**src/rtl/rv_decode_pkg.sv**
```systemverilog
// Shared encodings for the RV32 decode stage: opcodes, control field codes
// and the packed control bundle carried through the stage.
package rv_decode_pkg;

  localparam logic [6:0] OP_LOAD   = 7'b0000011;
  localparam logic [6:0] OP_STORE  = 7'b0100011;
  localparam logic [6:0] OP_OP     = 7'b0110011;
  localparam logic [6:0] OP_IMM    = 7'b0010011;
  localparam logic [6:0] OP_BRANCH = 7'b1100011;
  localparam logic [6:0] OP_JAL    = 7'b1101111;
  localparam logic [6:0] OP_JALR   = 7'b1100111;
  localparam logic [6:0] OP_LUI    = 7'b0110111;
  localparam logic [6:0] OP_AUIPC  = 7'b0010111;
  localparam logic [6:0] OP_SYSTEM = 7'b1110011;
  localparam logic [6:0] OP_FENCE  = 7'b0001111;

  localparam logic [2:0] IMM_I     = 3'b000;
  localparam logic [2:0] IMM_S     = 3'b001;
  localparam logic [2:0] IMM_B     = 3'b010;
  localparam logic [2:0] IMM_J     = 3'b011;
  localparam logic [2:0] IMM_U     = 3'b100;
  localparam logic [2:0] IMM_SHAMT = 3'b101;
  localparam logic [2:0] IMM_ZIMM  = 3'b110;

  localparam logic [1:0] RES_ALU = 2'b00;
  localparam logic [1:0] RES_MEM = 2'b01;
  localparam logic [1:0] RES_PC4 = 2'b10;
  localparam logic [1:0] RES_CSR = 2'b11;

  localparam logic [1:0] MW_NONE = 2'b00;
  localparam logic [1:0] MW_SW   = 2'b01;
  localparam logic [1:0] MW_SH   = 2'b10;
  localparam logic [1:0] MW_SB   = 2'b11;

  localparam logic [2:0] RW_NONE = 3'b000;
  localparam logic [2:0] RW_WORD = 3'b001;
  localparam logic [2:0] RW_LB   = 3'b010;
  localparam logic [2:0] RW_LH   = 3'b011;
  localparam logic [2:0] RW_LBU  = 3'b100;
  localparam logic [2:0] RW_LHU  = 3'b101;

  localparam logic [1:0] ALU_ADD   = 2'b00;
  localparam logic [1:0] ALU_BR    = 2'b01;
  localparam logic [1:0] ALU_FUNCT = 2'b10;
  localparam logic [1:0] ALU_LUI   = 2'b11;

  localparam logic [1:0] CSR_WRITE = 2'b00;
  localparam logic [1:0] CSR_SET   = 2'b01;
  localparam logic [1:0] CSR_CLEAR = 2'b10;

  typedef struct packed {
    logic [2:0] reg_write;
    logic [2:0] imm_src;
    logic       alu_src;
    logic [1:0] mem_write;
    logic [1:0] result_src;
    logic       branch;
    logic [1:0] alu_op;
    logic       jump;
    logic       jalr;
    logic       auipc;
    logic       muldiv;
    logic       csr_rd;
    logic       csr_wr;
    logic [1:0] csr_wd_sel;
    logic       rs1_imm_sel;
    logic       illegal;
  } ctrl_t;

  localparam int CTRL_W = $bits(ctrl_t);

endpackage

```
**src/rtl/rv_ctrl_decode.sv**
```systemverilog
// Combinational RV32 control decoder: instruction word -> control bundle.
// Any unsupported encoding collapses to a bundle with only illegal set.
module rv_ctrl_decode
  import rv_decode_pkg::*;
#(
  parameter bit ENABLE_M   = 1'b1,
  parameter bit ENABLE_CSR = 1'b1
) (
  input  logic [31:0]       instr,
  output logic [CTRL_W-1:0] ctrl
);

  logic [6:0] op;
  logic [2:0] f3;
  logic [6:0] f7;
  logic [4:0] rd;
  logic [4:0] rs1;
  logic       unused_rs2;
  ctrl_t      c;
  logic       bad;

  assign op         = instr[6:0];
  assign rd         = instr[11:7];
  assign f3         = instr[14:12];
  assign rs1        = instr[19:15];
  assign f7         = instr[31:25];
  assign unused_rs2 = ^instr[24:20];
  assign ctrl       = c;

  // Decode opcode/funct fields into controls, then squash on illegal encodings
  always_comb begin
    c   = '0;
    bad = 1'b0;
    case (op)
      OP_LOAD: begin
        c.imm_src    = IMM_I;
        c.alu_src    = 1'b1;
        c.result_src = RES_MEM;
        c.alu_op     = ALU_ADD;
        case (f3)
          3'b010:  c.reg_write = RW_WORD;
          3'b000:  c.reg_write = RW_LB;
          3'b001:  c.reg_write = RW_LH;
          3'b100:  c.reg_write = RW_LBU;
          3'b101:  c.reg_write = RW_LHU;
          default: bad = 1'b1;
        endcase
      end
      OP_STORE: begin
        c.imm_src = IMM_S;
        c.alu_src = 1'b1;
        c.alu_op  = ALU_ADD;
        case (f3)
          3'b010:  c.mem_write = MW_SW;
          3'b001:  c.mem_write = MW_SH;
          3'b000:  c.mem_write = MW_SB;
          default: bad = 1'b1;
        endcase
      end
      OP_OP: begin
        c.reg_write = RW_WORD;
        c.alu_op    = ALU_FUNCT;
        if (f7 == 7'b0000000) begin
          bad = 1'b0;
        end else if (f7 == 7'b0100000) begin
          // only sub and sra carry the alternate funct7
          bad = !((f3 == 3'b000) || (f3 == 3'b101));
        end else if ((f7 == 7'b0000001) && ENABLE_M) begin
          c.muldiv = 1'b1;
        end else begin
          bad = 1'b1;
        end
      end
      OP_IMM: begin
        c.reg_write = RW_WORD;
        c.alu_src   = 1'b1;
        c.alu_op    = ALU_FUNCT;
        c.imm_src   = IMM_I;
        // funct7 is immediate data except for the shift-immediate forms
        if (f3 == 3'b001) begin
          c.imm_src = IMM_SHAMT;
          bad       = (f7 != 7'b0000000);
        end else if (f3 == 3'b101) begin
          c.imm_src = IMM_SHAMT;
          bad       = !((f7 == 7'b0000000) || (f7 == 7'b0100000));
        end
      end
      OP_BRANCH: begin
        c.branch  = 1'b1;
        c.imm_src = IMM_B;
        c.alu_op  = ALU_BR;
      end
      OP_JAL: begin
        c.jump       = 1'b1;
        c.reg_write  = RW_WORD;
        c.imm_src    = IMM_J;
        c.result_src = RES_PC4;
      end
      OP_JALR: begin
        c.jalr       = 1'b1;
        c.reg_write  = RW_WORD;
        c.imm_src    = IMM_I;
        c.alu_src    = 1'b1;
        c.result_src = RES_PC4;
        c.alu_op     = ALU_ADD;
      end
      OP_LUI: begin
        c.reg_write = RW_WORD;
        c.imm_src   = IMM_U;
        c.alu_src   = 1'b1;
        c.alu_op    = ALU_LUI;
      end
      OP_AUIPC: begin
        c.reg_write = RW_WORD;
        c.imm_src   = IMM_U;
        c.alu_src   = 1'b1;
        c.auipc     = 1'b1;
        c.alu_op    = ALU_ADD;
      end
      OP_SYSTEM: begin
        // funct3 000 is ECALL/EBREAK: legal, no datapath effect
        if (f3 != 3'b000) begin
          if (!ENABLE_CSR || (f3 == 3'b100)) begin
            bad = 1'b1;
          end else begin
            c.result_src  = RES_CSR;
            c.csr_rd      = !((f3[1:0] == 2'b01) && (rd == 5'd0));
            c.csr_wr      = (f3[1:0] == 2'b01) || (rs1 != 5'd0);
            c.rs1_imm_sel = f3[2];
            c.imm_src     = f3[2] ? IMM_ZIMM : IMM_I;
            c.reg_write   = c.csr_rd ? RW_WORD : RW_NONE;
            case (f3[1:0])
              2'b01:   c.csr_wd_sel = CSR_WRITE;
              2'b10:   c.csr_wd_sel = CSR_SET;
              default: c.csr_wd_sel = CSR_CLEAR;
            endcase
          end
        end
      end
      OP_FENCE: begin
        bad = 1'b0;
      end
      default: bad = 1'b1;
    endcase
    if (bad) begin
      c         = '0;
      c.illegal = 1'b1;
    end
  end

endmodule

```
**src/rtl/decode_stage_pipe.sv**
```systemverilog
// Registered RV32 decode stage with valid/ready handshake, a one-entry
// skid buffer behind the output head register, and flush.
module decode_stage_pipe
  import rv_decode_pkg::*;
#(
  parameter int XLEN       = 32,
  parameter bit ENABLE_M   = 1'b1,
  parameter bit ENABLE_CSR = 1'b1
) (
  input  logic            clk,
  input  logic            rst,
  input  logic            flush,
  input  logic            in_valid,
  output logic            in_ready,
  input  logic [31:0]     instr_in,
  input  logic [XLEN-1:0] pc_in,
  output logic            out_valid,
  input  logic            out_ready,
  output logic [31:0]     instr_out,
  output logic [XLEN-1:0] pc_out,
  output logic [2:0]      reg_write,
  output logic [2:0]      imm_src,
  output logic            alu_src,
  output logic [1:0]      mem_write,
  output logic [1:0]      result_src,
  output logic            branch,
  output logic [1:0]      alu_op,
  output logic            jump,
  output logic            jalr,
  output logic            auipc,
  output logic            muldiv,
  output logic            csr_rd,
  output logic            csr_wr,
  output logic [1:0]      csr_wd_sel,
  output logic            rs1_imm_sel,
  output logic            illegal
);

  // ---- stage p0: combinational decode of the incoming word ----
  logic [CTRL_W-1:0] dec_bits;
  ctrl_t             dec_p0;

  rv_ctrl_decode #(
    .ENABLE_M   (ENABLE_M),
    .ENABLE_CSR (ENABLE_CSR)
  ) u_dec (
    .instr (instr_in),
    .ctrl  (dec_bits)
  );

  assign dec_p0 = dec_bits;

  // ---- stage p1: head register and skid entry ----
  logic            vld_p1;
  logic            skid_vld_p1;
  ctrl_t           hd_ctrl_p1;
  ctrl_t           skid_ctrl_p1;
  logic [31:0]     hd_instr_p1;
  logic [31:0]     skid_instr_p1;
  logic [XLEN-1:0] hd_pc_p1;
  logic [XLEN-1:0] skid_pc_p1;

  logic accept;
  logic drain;
  logic hd_load;
  logic skid_load;

  // in_ready depends only on held state, never on out_ready
  assign in_ready  = !rst && !skid_vld_p1;
  assign accept    = in_valid && in_ready && !flush;
  assign drain     = vld_p1 && out_ready;
  assign hd_load   = drain || !vld_p1;
  assign skid_load = vld_p1 && !out_ready && !skid_vld_p1;

  // Valid bits: flush and reset empty the stage; skid refills head on drain
  always_ff @(posedge clk) begin
    if (rst || flush) begin
      vld_p1      <= 1'b0;
      skid_vld_p1 <= 1'b0;
    end else if (drain) begin
      vld_p1      <= skid_vld_p1 || accept;
      skid_vld_p1 <= 1'b0;
    end else if (!vld_p1) begin
      vld_p1      <= accept;
    end else if (accept) begin
      skid_vld_p1 <= 1'b1;
    end
  end

  // Head data: older skid entry has priority over the incoming word
  always_ff @(posedge clk) begin
    if (hd_load) begin
      if (skid_vld_p1) begin
        hd_ctrl_p1  <= skid_ctrl_p1;
        hd_instr_p1 <= skid_instr_p1;
        hd_pc_p1    <= skid_pc_p1;
      end else begin
        hd_ctrl_p1  <= dec_p0;
        hd_instr_p1 <= instr_in;
        hd_pc_p1    <= pc_in;
      end
    end
  end

  // Skid data: captures the incoming word while the head is stalled
  always_ff @(posedge clk) begin
    if (skid_load) begin
      skid_ctrl_p1  <= dec_p0;
      skid_instr_p1 <= instr_in;
      skid_pc_p1    <= pc_in;
    end
  end

  // ---- outputs: zeroed whenever the head is empty ----
  ctrl_t out_c;

  assign out_valid   = vld_p1;
  assign out_c       = vld_p1 ? hd_ctrl_p1 : '0;
  assign instr_out   = vld_p1 ? hd_instr_p1 : '0;
  assign pc_out      = vld_p1 ? hd_pc_p1 : '0;
  assign reg_write   = out_c.reg_write;
  assign imm_src     = out_c.imm_src;
  assign alu_src     = out_c.alu_src;
  assign mem_write   = out_c.mem_write;
  assign result_src  = out_c.result_src;
  assign branch      = out_c.branch;
  assign alu_op      = out_c.alu_op;
  assign jump        = out_c.jump;
  assign jalr        = out_c.jalr;
  assign auipc       = out_c.auipc;
  assign muldiv      = out_c.muldiv;
  assign csr_rd      = out_c.csr_rd;
  assign csr_wr      = out_c.csr_wr;
  assign csr_wd_sel  = out_c.csr_wd_sel;
  assign rs1_imm_sel = out_c.rs1_imm_sel;
  assign illegal     = out_c.illegal;

endmodule

```
**config.mk**
```make
export PLATFORM = sky130hd
export DESIGN_NAME = decode_stage_pipe
export DESIGN_NICKNAME = d
export VERILOG_FILES = /design/src/rtl/rv_decode_pkg.sv /design/src/rtl/rv_ctrl_decode.sv /design/src/rtl/decode_stage_pipe.sv
export SDC_FILE = /design/constraint.sdc
export NUM_CORES = 1
export LEC_CHECK = 0
export CAP_MARGIN = 20
export CORE_AREA = 2 2 150 152
export CTS_CLUSTER_DIAMETER = 200
export CTS_CLUSTER_SIZE = 10
export DETAILED_ROUTE_END_ITERATION = 10
export DIE_AREA = 0 0 152 154
export GPL_TIMING_DRIVEN = 0
export PLACE_DENSITY_LB_ADDON = 0.12
export SLEW_MARGIN = 20
export SYNTH_ARGS = -nofsm -noshare
export SYNTH_HDL_FRONTEND = slang
export SYNTH_SLANG_ARGS = --single-unit
```
**constraint.sdc**
```tcl
create_clock -name clk -period 10 [get_ports clk]
set_clock_uncertainty 0.05 [all_clocks]
set_input_delay 2 -clock clk [delete_from_list [all_inputs] [get_ports clk]]
set_output_delay 2 -clock clk [all_outputs]
set_load 0.05 [all_outputs]
```
==> out/results.md <==
| Parameter | This run |
|:---|:---|
| Maximum net fanout on the critical path | 3 |
| Post-detailed-route wirelength per cell | 17.7 um |
| Clk network pwr share | 0.390 |
| TritonRoute pass-1 iters | 4 |
| Hold violation total from the final report | 0 |
| Max-cap violation count | 0 |
| Top cell types by occurrence after synthesis | 176 x sky130_fd_sc_hd__edfxtp_1, 89 x sky130_fd_sc_hd__and2_1, 69 x sky130_fd_sc_hd__mux2_2 |
| Synth Instances | 514 |
| RSZ-0062 raised after global routing | no |
| Arrival time worst endpoint | 3.40 ns |
| Status | finished clean |
| Required arrival time at the worst endpoint | 7.95 ns |
| TritonCTS clock tree | built |
| Accumulated negative setup slack | 0 ns |
| Total vias in the final route | 4764 |
| Crit-path most repeated cell | sky130_fd_sc_hd__clkdlybuf4s50_1 |
| Filler cell count in the final layout | 1938 |
| Count of antenna diodes in the layout | 0 |
| Tot GR Track Use | 0.152 |
| Most instantiated library cell after synthesis | sky130_fd_sc_hd__edfxtp_1 |
| Clk sink count | 178 |
| Vias in the first global route | 4924 |
| Post-CTS setup buffer count | 0 |
| Nets | 768 |
| Count of port buffers added during placement | 158 |
| Largest net degree at the start of global routing | 47 |
| Chip width | 152 um |
| Slew Viols, Final | 0 |
| Clock-pin transition on the worst setup and hold timing paths | 0.06 ns |
| Total congestion overflow after global routing | 0 |
| Number of storage elements in the synthesis netlist | 178 |
| Remaining design rule violation count | 0 |
| Vertical extent of the die | 154 um |
| Number of standard cells in the final layout excluding fillers | 987 |
| Top achievable clock speed | 184 MHz |
| Ranking of synthesized cells by area | sky130_fd_sc_hd__edfxtp_1 68%, sky130_fd_sc_hd__mux2_2 10%, sky130_fd_sc_hd__and2_1 7.2% |
| Internal power consumption | 1.28 mW |
| Register area share after synthesis | 0.690 |
| Portion of total power attributed to combinational logic | 0.091 |
| Per-instance average area after synthesis | 15.0 um^2 |
| Post-route fraction of the period consumed by the critical path | 0.545 |
| Synthesis warning total | 0 |
| Min setup slack post-route | 4.55 ns |
| Clock latency on the worst-skew pair | 0.42 ns |
| Area of the placeable core | 21700 um^2 |
| Count of antenna-violating nets left after detailed routing | 0 |
| Die footprint | 23400 um^2 |
| Placed standard-cell area | 9800 um^2 |
| Antenna violations before repair | 0 |
| Worst slack on hold paths | 0.470 ns |
| Fraction of synthesis flops using an asynchronous set or reset pin | 0 |
| Root buffer cell | sky130_fd_sc_hd__clkbuf_16 |
| Post-placement worst setup slack | 4.55 ns |
| Sum of routed wire length over all layers | 17500 um |
| Number of ports placed on the die boundary | 159 |
| Crit. End Element | primary output |
| Total non-filler cell area in the finished layout | 10400 um^2 |
| Share of post-route cells with drive strength above 1 | 0.180 |
| Worst setup path class | in -> out |
| Initial DRC Count | 224 |
| GPL Wtd Cong | 0.781 |
| Actual transition at the worst max-transition pin | 0.866 ns |
| Initial cell density of the core | 0.356 |
| Largest area contributor in the synthesized netlist | sky130_fd_sc_hd__edfxtp_1 |
| Switching Power | 0.366 mW |
| Number of buffers on the longest clock path | 2 |
| Delay of the slowest cell on the worst path | 0.84 ns |
| Maximum resistive drop on vdd | 0.000116 V |
| Max-slew headroom | 0.423 |
| Number of rows created at floorplan | 54 |
| Top FF cell, synth | sky130_fd_sc_hd__edfxtp_1 |
| Depth of the CTS H-tree | 4 |
| Nature of the critical path startpoint | input port |
| Number of buffers inserted by hold repair at cts | 0 |
| P per Cell Area | 159 nW/um^2 |
| Placed Instances | 957 |
| Fin util | 0.478 |
| Switching power share of the total | 0.223 |
| Total Power Consumption | 1.65 mW |
| Wire length of the first global-routing pass | 27700 um |
| Share of the synthesized area in the top cell type | 0.685 |
| Crit-path slowest cell | sky130_fd_sc_hd__clkdlybuf4s50_1 |
| Signed area change from the synthesized netlist to the final layout | 34.2% |
| Count of cell types in the netlist | 44 |
| Summed instance area of the synthesized netlist | 7720 um^2 |
| Cts repair resizes | 0 |
| Detailed-placement wirelength estimate | 12200 um |
| Reg power frac | 0.519 |
| Final setup viols | 0 |
| Via/cell ratio | 4.83 |
| Leakage power | 3.62 nW |
| Synthesized Nets | 586 |
| Tightest Hold Check Type | reg -> reg |
| Post-synth EDFFs | 176 |
| Cell Chain, Critical Path | clkdlybuf4s50_1 -> nor2_1 -> clkdlybuf4s50_1 |
| Clock buffers created by TritonCTS | 17 |
| Final worst path period need | 5.45 ns |
## state kept, by name, indices dropped and copies added, names as in the netlist
| signal | count |
|---|---|
| hd_instr_p1 | 32 |
| skid_vld_p1 | 1 |
| skid_ctrl_p1 | 24 |
| skid_instr_p1 | 32 |
| out_valid | 1 |
| hd_pc_p1 | 32 |
| skid_pc_p1 | 32 |
| hd_ctrl_p1 | 24 |
## cell families after synthesis
logic type                 share of synthesized area
and+or+nand+nor                                0.139
muxes                                          0.101
adders and majority gates                    0.00486
AOI/OAI and AO/OA                             0.0430
buffers and inverters                         0.0225
DFF                                            0.690
## routing by layer
| metal | global-route usage | up-vias | wire length, um |
|---|---|---|---|
| li1 | - | 2254 | - |
| met1 | 0.199 | 2377 | 8040 |
| met2 | 0.247 | 123 | 8390 |
| met3 | 0.0409 | 10 | 841 |
| met4 | 0.0512 | 0 | 187 |
| met5 | 0 | - | 0 |
## final timing paths
kind                                  startpoint             end  slack, ns  cells after the start
worst max-delay path                         rst        in_ready       4.55                      3
worst min-delay path            skid_ctrl_p1[16]  hd_ctrl_p1[16]       0.47                      2
worst max register to register         out_valid  skid_pc_p1[12]       6.66                      6
worst min register to register  skid_ctrl_p1[16]  hd_ctrl_p1[16]       0.47                      2
## cells in the final DEF (no fill, tap or decap), types with 2 or more instances in the layout
| cell | Yosys | routed |
|---|---|---|
| sky130_fd_sc_hd__a21oi_1 | 5 | 5 |
| sky130_fd_sc_hd__nor2b_1 | 3 | 3 |
| sky130_fd_sc_hd__nor3_2 | 2 | 2 |
| sky130_fd_sc_hd__clkbuf_1 | 19 | 20 |
| sky130_fd_sc_hd__nand2b_1 | 6 | 5 |
| sky130_fd_sc_hd__o21ai_0 | 11 | 11 |
| sky130_fd_sc_hd__inv_1 | 11 | 11 |
| sky130_fd_sc_hd__or4_1 | 2 | 2 |
| sky130_fd_sc_hd__clkinv_2 | 0 | 2 |
| sky130_fd_sc_hd__clkbuf_16 | 0 | 17 |
| sky130_fd_sc_hd__nand2_1 | 35 | 35 |
| sky130_fd_sc_hd__o31ai_1 | 7 | 7 |
| sky130_fd_sc_hd__nor2_1 | 17 | 16 |
| sky130_fd_sc_hd__nor4_1 | 3 | 3 |
| sky130_fd_sc_hd__edfxtp_1 | 176 | 176 |
| sky130_fd_sc_hd__clkinv_4 | 0 | 2 |
| sky130_fd_sc_hd__nand3_1 | 5 | 5 |
| sky130_fd_sc_hd__clkdlybuf4s50_1 | 0 | 158 |
| sky130_fd_sc_hd__bufinv_16 | 0 | 2 |
| sky130_fd_sc_hd__mux2_2 | 69 | 69 |
| sky130_fd_sc_hd__clkinvlp_4 | 0 | 5 |
| sky130_fd_sc_hd__and2_1 | 89 | 89 |
| sky130_fd_sc_hd__a21boi_0 | 3 | 3 |
| sky130_fd_sc_hd__buf_6 | 2 | 2 |
| sky130_fd_sc_hd__and3_1 | 2 | 2 |
| sky130_fd_sc_hd__dfxtp_1 | 2 | 2 |
| sky130_fd_sc_hd__ha_1 | 3 | 3 |
| sky130_fd_sc_hd__buf_2 | 4 | 4 |
| sky130_fd_sc_hd__buf_16 | 0 | 4 |
| sky130_fd_sc_hd__buf_1 | 3 | 3 |
| sky130_fd_sc_hd__o21ai_2 | 2 | 2 |
| sky130_fd_sc_hd__nor3_1 | 12 | 12 |
| sky130_fd_sc_hd__or3_1 | 3 | 3 |
## power groups by stage
stage	registers [mW]	logic, mW	clock network [mW]
final	0.854	0.150	0.642
after CTS	0.854	0.152	0.663
after global routing	0.856	0.161	0.694
after floorplan	0.870	0.0802	0
after global placement	0.873	0.145	0
after detailed placement	0.870	0.151	0
## worst max-delay path: cells and delay by family
| kind | cells | cell delay [ns] |
|---|---|---|
| and+or+nand+nor | 1 | 0.11 |
| buffers and inverters | 2 | 1.29 |
## final cells by class
cell class,instances,area [um^2],area share
plain buffers,29,133,0.0128
clock buffers,18,429,0.0414
clock inverters,12,136,0.0132
inverters,11,41.3,0.00399
multi-input cells,296,2230,0.216
flip-flops and latches,178,5330,0.514
well taps,280,350,0.0338
repair buffers,163,1710,0.165
Note: power is estimated with default switching activity, not from simulation.
